File: config.mk
export PLATFORM = sky130hd
export DESIGN_NAME = weight_loader
export DESIGN_NICKNAME = d
export VERILOG_FILES = /design/src/rtl/weight_loader_pkg.sv /design/src/rtl/weight_loader.sv
export SDC_FILE = /design/constraint.sdc
export NUM_CORES = 1
export LEC_CHECK = 0
export CAP_MARGIN = 40
export CORE_MARGIN = 10
export CORE_UTILIZATION = 25
export CTS_CLUSTER_SIZE = 25
export DETAILED_ROUTE_END_ITERATION = 8
export GPL_TIMING_DRIVEN = 0
export PLACE_DENSITY = 0.52
export SLEW_MARGIN = 40
export SYNTH_ARGS = -nofsm -noshare
export SYNTH_HDL_FRONTEND = slang
export SYNTH_SLANG_ARGS = --single-unit
export TNS_END_PERCENT = 50
File: constraint.sdc
create_clock -name clk -period 2.11 [get_ports clk]
set_input_delay 0.211 -clock clk [delete_from_list [all_inputs] [get_ports clk]]
set_output_delay 0.211 -clock clk [all_outputs]
set_load 0.005 [all_outputs]
File: src/rtl/weight_loader_pkg.sv
// Shared constants, FSM state type and checksum rule for the weight loader.
// The loader and the threshold network both depend on these widths.
package weight_loader_pkg;

  localparam int W_BITS      = 4;
  localparam int N_W         = 9;
  localparam int FRAME_BEATS = N_W + 1;
  localparam int IDX_BITS    = 4;
  localparam logic [W_BITS-1:0] RESET_W = '0;

  typedef enum logic [1:0] {
    RECV  = 2'd0,
    CHECK = 2'd1,
    DRAIN = 2'd2
  } state_t;

  // Running checksum: unsigned sum of weight nibbles, wrapping at 2^W_BITS.
  function automatic logic [W_BITS-1:0] checksum_add(input logic [W_BITS-1:0] sum,
                                                     input logic [W_BITS-1:0] nibble);
    return sum + nibble;
  endfunction

endpackage

File: src/rtl/weight_loader.sv
// Collects a nibble-serial weight frame into a shadow buffer, verifies its
// checksum and commits all nine weights to the output bank in one edge.
module weight_loader
  import weight_loader_pkg::*;
(
  input  logic                     clk,
  input  logic                     rst_n,
  input  logic                     in_valid,
  input  logic [W_BITS-1:0]        in_data,
  input  logic                     in_last,
  output logic                     in_ready,
  output logic signed [W_BITS-1:0] w0,
  output logic signed [W_BITS-1:0] w1,
  output logic signed [W_BITS-1:0] w2,
  output logic signed [W_BITS-1:0] w3,
  output logic signed [W_BITS-1:0] w4,
  output logic signed [W_BITS-1:0] w5,
  output logic signed [W_BITS-1:0] w6,
  output logic signed [W_BITS-1:0] w7,
  output logic signed [W_BITS-1:0] w8,
  output logic                     weights_valid,
  output logic                     load_done,
  output logic                     load_err,
  output logic                     busy
);

  state_t              state_q, state_d;
  logic [IDX_BITS-1:0] idx_q, idx_d;
  logic [W_BITS-1:0]   sum_q, sum_d;
  logic                match_q, match_d;
  logic [W_BITS-1:0]   shadow_q [N_W];
  logic [W_BITS-1:0]   shadow_d [N_W];
  logic [W_BITS-1:0]   w_q [N_W];
  logic [W_BITS-1:0]   w_d [N_W];
  logic                wv_q, wv_d;
  logic                done_q, done_d;
  logic                err_q, err_d;
  logic                accept;

  assign in_ready = (state_q != CHECK);
  assign accept   = in_valid && in_ready;

  always_comb begin
    state_d  = state_q;
    idx_d    = idx_q;
    sum_d    = sum_q;
    match_d  = match_q;
    shadow_d = shadow_q;
    w_d      = w_q;
    wv_d     = wv_q;
    done_d   = 1'b0;
    err_d    = 1'b0;
    case (state_q)
      RECV: begin
        if (accept) begin
          if (idx_q == IDX_BITS'(FRAME_BEATS - 1)) begin
            if (in_last) begin
              match_d = (in_data == sum_q);
              state_d = CHECK;
            end else begin
              err_d   = 1'b1;
              state_d = DRAIN;
            end
          end else if (in_last) begin
            // Early end of frame: the frame is already closed, so no drain.
            err_d = 1'b1;
            idx_d = '0;
            sum_d = '0;
          end else begin
            for (int i = 0; i < N_W; i++) begin
              if (idx_q == IDX_BITS'(i)) shadow_d[i] = in_data;
            end
            sum_d = checksum_add(sum_q, in_data);
            idx_d = idx_q + 1'b1;
          end
        end
      end
      CHECK: begin
        if (match_q) begin
          w_d    = shadow_q;
          wv_d   = 1'b1;
          done_d = 1'b1;
        end else begin
          err_d = 1'b1;
        end
        idx_d   = '0;
        sum_d   = '0;
        state_d = RECV;
      end
      DRAIN: begin
        if (accept && in_last) begin
          idx_d   = '0;
          sum_d   = '0;
          state_d = RECV;
        end
      end
      default: state_d = RECV;
    endcase
  end

  always_ff @(posedge clk) begin
    if (!rst_n) begin
      state_q <= RECV;
      idx_q   <= '0;
      sum_q   <= '0;
      match_q <= 1'b0;
      wv_q    <= 1'b0;
      done_q  <= 1'b0;
      err_q   <= 1'b0;
      for (int i = 0; i < N_W; i++) begin
        shadow_q[i] <= '0;
        w_q[i]      <= RESET_W;
      end
    end else begin
      state_q  <= state_d;
      idx_q    <= idx_d;
      sum_q    <= sum_d;
      match_q  <= match_d;
      wv_q     <= wv_d;
      done_q   <= done_d;
      err_q    <= err_d;
      shadow_q <= shadow_d;
      w_q      <= w_d;
    end
  end

  assign w0 = w_q[0];
  assign w1 = w_q[1];
  assign w2 = w_q[2];
  assign w3 = w_q[3];
  assign w4 = w_q[4];
  assign w5 = w_q[5];
  assign w6 = w_q[6];
  assign w7 = w_q[7];
  assign w8 = w_q[8];

  assign weights_valid = wv_q;
  assign load_done     = done_q;
  assign load_err      = err_q;
  assign busy          = (idx_q != '0) || (state_q != RECV);

endmodule

# Yosys cells after proc, flatten, opt, wreduce, memory -nomap -nowiden
# Index checks and enable logic that the tools add are counted.
[classes]
addsub = 2
multipliers = 0
n_div = 0
n_lt_le_gt_ge = 0
n_eq_ne = 17
shifts = 0
muxes = 21
bitwise = 2
n_reduce_logical = 22
[ops]
columns = ["op", "n"]
rows = [
  ["$reduce_and A5 Y1", 9],
  ["$mux W4", 7],
  ["$pmux W4 S3", 2],
  ["$eq A4 B3 Y1 const B", 4],
  ["$eq A4 B2 Y1 const B", 2],
  ["$eq A4 B4 Y1 const B", 2],
  ["$mux W2", 4],
  ["$ne A2 B2 Y1 const B", 4],
  ["$reduce_and A4 Y1", 2],
  ["$mux W1", 6],
  ["$add A4 B1 Y4 const B", 1],
  ["$add A4 B4 Y4", 1],
  ["$eq A4 B1 Y1 const B", 1],
  ["$eq A4 B4 Y1", 1],
  ["$logic_not A4 Y1", 1],
  ["$pmux W2 S2", 1],
  ["$reduce_and A2 Y1", 2],
  ["$reduce_bool A4 Y1", 1],
  ["$reduce_and A3 Y1", 1],
  ["$reduce_bool A3 Y1", 1],
  ["$eq A2 B1 Y1 const B", 1],
  ["$eq A2 B2 Y1 const B", 1],
  ["$logic_and A1 B1 Y1", 2],
  ["$logic_not A2 Y1", 1],
  ["other kinds (5)", 6],
]
[word_totals]
regBits = 86
latch_bits = 0
mem_bits_rw = 0
mem_bits_ro = 0
in_bits = 8
out_inout_bits = 41
wordCells = 89
memories = 0

# Depth between registers and ports, before layout
# Gate-level depths: netlist of the first run.
[depth]
word_depth = 5
ltp_mapped = 8
ltp_nobuf = 8

# Least setup slack after synthesis of the first run
# No wires, ideal clock.
[synth_timing]
kind = "flip-flop to flip-flop"
start = "reg idx_q[1]"
end = "reg shadow_q[11] in the netlist's numbering"
setup_ps = 128
arrival_ps = 1809
t_required_ps = 1982
slack_ps = 173
stages_incl_launch_ff = 9
n_path_buf = 0
period_less_slack_ps = 1937
cell_sequence = "dfxtp_1 > inv_1 > ha_1 > nand3b_2 > ha_1 > nand3b_4 > nor3_2 > mux2i_1 > nor2_1"
[synth_via]
elab_chain_cells = 3
word_cells_on_any_way = 4
classes_between = "2 x eq/ne; 1 x bitwise; 1 x reduce/logical"
[synth_rtl]
columns = ["element", "line_no", "text"]
rows = [
  ["from (decl)", "weight_loader.sv:28", "logic [IDX_BITS-1:0] idx_q, idx_d;"],
  ["from (signal assigned)", "weight_loader.sv:116", "idx_q <= idx_d;"],
  ["$eq A4 B4 Y1", "weight_loader.sv:56", "if (idx_q == IDX_BITS'(FRAME_BEATS - 1)) begin"],
  ["$not A1 Y1 (no line)", "--", ""],
  ["$reduce_and A5 Y1 (no line) (*)", "--", ""],
  ["to (signal assigned)", "weight_loader.sv:122", "shadow_q <= shadow_d;"],
  ["to (decl)", "weight_loader.sv:31", "logic [W_BITS-1:0] shadow_q [N_W];"],
]
# Every way passes the cells marked *; elsewhere a longest branch is shown, timed or not.
# A chain may end at the register's enable or synchronous reset.

# Worst setup path in the final report of the first run
[layout_timing]
start = "reg state_q[1]"
end = "out busy"
[layout_via]
elab_chain_cells = 2
[layout_rtl]
columns = ["element", "line_no", "text"]
rows = [
  ["from (decl)", "weight_loader.sv:27", "state_t state_q, state_d;"],
  ["from (signal assigned)", "weight_loader.sv:115", "state_q <= state_d;"],
  ["$reduce_bool A2 Y1", "weight_loader.sv:140", "assign busy = (idx_q != '0) || (state_q != RECV);"],
  ["$logic_or A1 B1 Y1", "weight_loader.sv:140", ""],
  ["to (decl)", "weight_loader.sv:24", "output logic busy"],
]
# Every way passes these cells.

==> results.rst, run 1 <==
.. list-table::
   :header-rows: 1

   * - Metric
     - Value
   * - Status
     - complete, no violations
   * - Core outline area
     - 0.0138 mm2
   * - Yosys synthesis warning count
     - 0
   * - Worst max-slew margin expressed relative to the limit
     - 62.5%
   * - Maximum VDD drop
     - 0.366 mV
   * - Net count after synthesis
     - 414
   * - Count of vias placed by the detailed router
     - 2910
   * - Post-detail-place hpwl
     - 6680 um
   * - Main combinational cell family by area after synthesis
     - simple AND/OR/NAND/NOR gates
   * - Number of antenna violations at the first check in global routing
     - 0
   * - Static power due to leakage
     - 1.63 nW
   * - Clock tree from TritonCTS
     - done
   * - Critical path data arrival time
     - 1.83 ns
   * - Sequential area share after synthesis
     - 48.8%
   * - Min-Delay Path Depth
     - 3
   * - Sinks on the clock net
     - 86
   * - Average wire per standard cell
     - 14.5 um
   * - Via count of the first global-routing pass
     - 2898
   * - Width of the chip
     - 139 um
   * - Number of remaining DRC errors
     - 0
   * - Data required time at the worst endpoint
     - 1.90 ns
   * - Detail-routed via count per cell
     - 4.50
   * - First-iteration detailed-routing DRC count
     - 178
   * - Nature of the critical path startpoint
     - flip-flop
   * - Synth area leaders
     - sky130_fd_sc_hd__dfxtp_1 (49%), sky130_fd_sc_hd__mux2i_1 (9.1%), sky130_fd_sc_hd__nand2_1 (8.9%)
   * - Share of the synthesized area in the top cell type
     - 48.8%
   * - Switching fraction of total power
     - 22.4%
   * - Maxcap violations
     - 0
   * - Total Die Area
     - 0.0193 mm2
   * - Share of cell area taken by muxes after synthesis
     - 9.08%
   * - Count of input and output buffers
     - 47
   * - Sequential group share of total power
     - 48.3%
   * - Design area
     - 0.00468 mm2
   * - Area Overhead vs Synth
     - 32.6%
   * - Portion of the clock cycle consumed by the worst path in the final layout
     - 96.6%
   * - Most frequent standard cell in the layout excluding fill and tap cells
     - sky130_fd_sc_hd__dfxtp_1
   * - Cells after Synth
     - 394
   * - Per-instance average area after synthesis
     - 8.95 um2
   * - Final Routed Wirelength
     - 9390 um
   * - Number of synthesized register bits
     - 86
   * - Source-to-sink clock delay at the later pin of the worst-skew pair
     - 0.34 ns
   * - Maximum number of pins on one net before global-route repair
     - 15
   * - TritonCTS buffer count
     - 9
   * - Count of cell types in the netlist
     - 41
   * - Sum of negative setup slack
     - 0 ns
   * - Global-route wire length before repair
     - 15200 um
   * - Fraction of the mapped netlist area in simple logic gates
     - 22.5%
   * - Endpoints failing hold
     - 0
   * - Clock root buffer master
     - sky130_fd_sc_hd__clkbuf_16
   * - Class of the tightest hold or removal check
     - input pin to flip-flop
   * - Net count, final
     - 483
   * - Area share of xor/xnor cells in the synthesized design
     - 0.497%
   * - Combinational Power Share
     - 4.9%
   * - Site Rows
     - 43
   * - Slew of the pin with the lowest slew margin
     - 0.562 ns
   * - Pre-Repair DR Iteration Count
     - 6
   * - Share of synthesized cell area in full adder, half adder and majority cells
     - 4.47%
   * - H-tree Lvls
     - 3
   * - Total global-route track usage
     - 9.81%
   * - Cell taking the most area after synthesis
     - sky130_fd_sc_hd__dfxtp_1
   * - Max-slew violation count
     - 0
   * - Highest clock rate
     - 0.491 GHz
   * - Remaining global-route overflow
     - 0
   * - Buffer depth of the longest clock path
     - 2
   * - Fraction of layout instances using a drive strength above 1
     - 9.85%
   * - Clock transition time at the flip-flop clock pins of the worst setup and hold paths
     - 0.06 ns
   * - R2R cell count
     - 9
   * - Share of total power in the clock network
     - 46.8%
   * - Total I/O pin count
     - 49
   * - Unrepaired setup endpoints after global routing
     - no
   * - Power Dens Cells
     - 727 mW/mm2
   * - Biggest fanout along the worst timing path
     - 9
   * - Final setup vio count
     - 0
   * - Area fraction in compound gates after synthesis
     - 10.8%
   * - Total internal power
     - 2.64 mW
   * - Weighted congestion at the end of routability-driven global placement
     - 0.772
   * - Chip Height
     - 139 um
   * - Area post-placement
     - 0.00422 mm2
   * - Endpoint class of the critical path
     - output pin
   * - CP Class
     - flip-flop to output pin
   * - Cell Area, Synth
     - 0.00353 mm2
   * - DRT antenna net count
     - 0
   * - Post-layout min period
     - 2.04 ns
   * - Antenna diode instance count
     - 0
   * - Clock skew
     - 0.00389 ns
   * - Net switching component of the power
     - 760 uW
   * - Most used cells in the layout excluding fill and tap cells
     - sky130_fd_sc_hd__dfxtp_1 (85), sky130_fd_sc_hd__nand2_1 (83), sky130_fd_sc_hd__a21oi_1 (49)
   * - Effective utilization at floorplan
     - 25.5%
-- Yosys cell counts, drive strengths merged --
master	number
a21oi	50
a2bb2oi	1
a311oi	2
a31oi	1
a32oi	4
and2	1
and3	2
and3b	1
buf	6
clkbuf	19
dfxtp	86
fa	1
ha	11
inv	8
mux2i	32
nand2	84
nand2b	4
nand3	5
nand3b	3
nand4	1
nand4b	1
nor2	41
nor3	8
nor3b	1
nor4	5
nor4bb	1
o211ai	1
o21a	2
o21ai	6
o2bb2ai	1
or2b	1
or3	1
or4b	1
xnor2	1
xor2	1
-- metrics by stage --
step / hold slack, ns / instances / worst slack, ns / util [%] / power (mW)
2_1_floorplan: 0.328 / 394 / 0.173 / - / 1.78
3_3_place_gp: 0.443 / 621 / -0.166 / 30.5 / 1.83
3_5_place_dp: 0.446 / 621 / -0.217 / 30.5 / 1.83
4_1_cts: 0.405 / 645 / 0.0238 / 33.6 / 3.45
5_1_grt: 0.470 / 647 / 0.0128 / 33.8 / 3.53
6_report: 0.430 / 647 / 0.0724 / 33.8 / 3.40
-- worst max-delay path, cell delays in order, from the launching register on --
cell                            delay, ns
sky130_fd_sc_hd__dfxtp_1             0.32
sky130_fd_sc_hd__inv_1               0.10
sky130_fd_sc_hd__ha_1                0.16
sky130_fd_sc_hd__buf_4               0.17
sky130_fd_sc_hd__nand2_4             0.08
sky130_fd_sc_hd__or3_1               0.35
sky130_fd_sc_hd__dlygate4sd2_1       0.29
-- power groups by stage --
stage / combinational, mW / clock, mW / sequential (mW)
6_report: 0.165 / 1.59 / 1.64
5_1_grt: 0.183 / 1.71 / 1.64
4_1_cts: 0.164 / 1.64 / 1.64
3_5_place_dp: 0.155 / 0 / 1.68
3_3_place_gp: 0.151 / 0 / 1.68
2_1_floorplan: 0.0979 / 0 / 1.68
-- what timing repair did --
action / CTS / global route
gates resized for setup: 10 / 5
buffers inserted: 9 / 2
hold endpoints to repair: 0 / 0
setup endpoints to repair: 36 / 31
hold buffers: 0 / 0
pin swaps: 6 / 1
-- final cells by class --
type,instances,area (um2)
Inverter,8,30.0
Clock inverter,5,57.6
Timing Repair Buffer,58,564
Clock buffer,10,239
Tap cell,180,225
Fill cell,1390,9150
Sequential cell,86,1730
Buffer,25,108
Multi-Input combinational cell,275,1730
-- final timing paths --
check | startpoint | end | slack [ns]
worst min register to register | w4[3]$_SDFFE_PN0P_ | w4[3]$_SDFFE_PN0P_ | 0.45
worst max-delay path | state_q[1]$_SDFFE_PN0P_ | busy | 0.07
worst min-delay path | in_last | state_q[1]$_SDFFE_PN0P_ | 0.43
worst max register to register | idx_q[1]$_SDFFE_PN0P_ | shadow_q[33]$_SDFFE_PN0P_ | 0.13
-- flip-flops by register name, summed over array words and instances, names as in the netlist --
name,flops
sum_q,4
w0,4
load_done,1
w4,4
w1,4
w5,4
match_q,1
idx_q,4
shadow_q,36
state_q,2
weights_valid,1
w7,4
w8,4
w2,4
w6,4
load_err,1
w3,4
-- layer usage --
metal	routed length [um]	GRT usage, %
met1	4360	11.7
met2	4210	15.7
met3	681	3.63
met4	135	3.46
met5	0	0
-- logic make-up after synthesis --
group,Yosys count
buf+inv,33
fa+ha+maj,12
simple gates,161
xor+xnor,2
mux,32
flops,86
compound gates,68
No activity file was read; power rests on OpenSTA's default activity.
==> run 2, diff against run 1 <==
Clock period 2.11 ns to 2.1 ns, I/O delays scaled along.
==> results of run 2 <==
Same layout as run 1 (identical final DEF). Status: complete, no violations.
Main changes from that run: setup slack after placement -0.217 ns -> -0.227 ns; setup slack after layout 0.0724 ns -> 0.0634 ns; hold slack 0.430 ns -> 0.429 ns; register-to-register setup slack 0.13 ns -> 0.12 ns; total power 3.40 mW -> 3.42 mW; worst IR drop on VDD 0.366 mV -> 0.368 mV
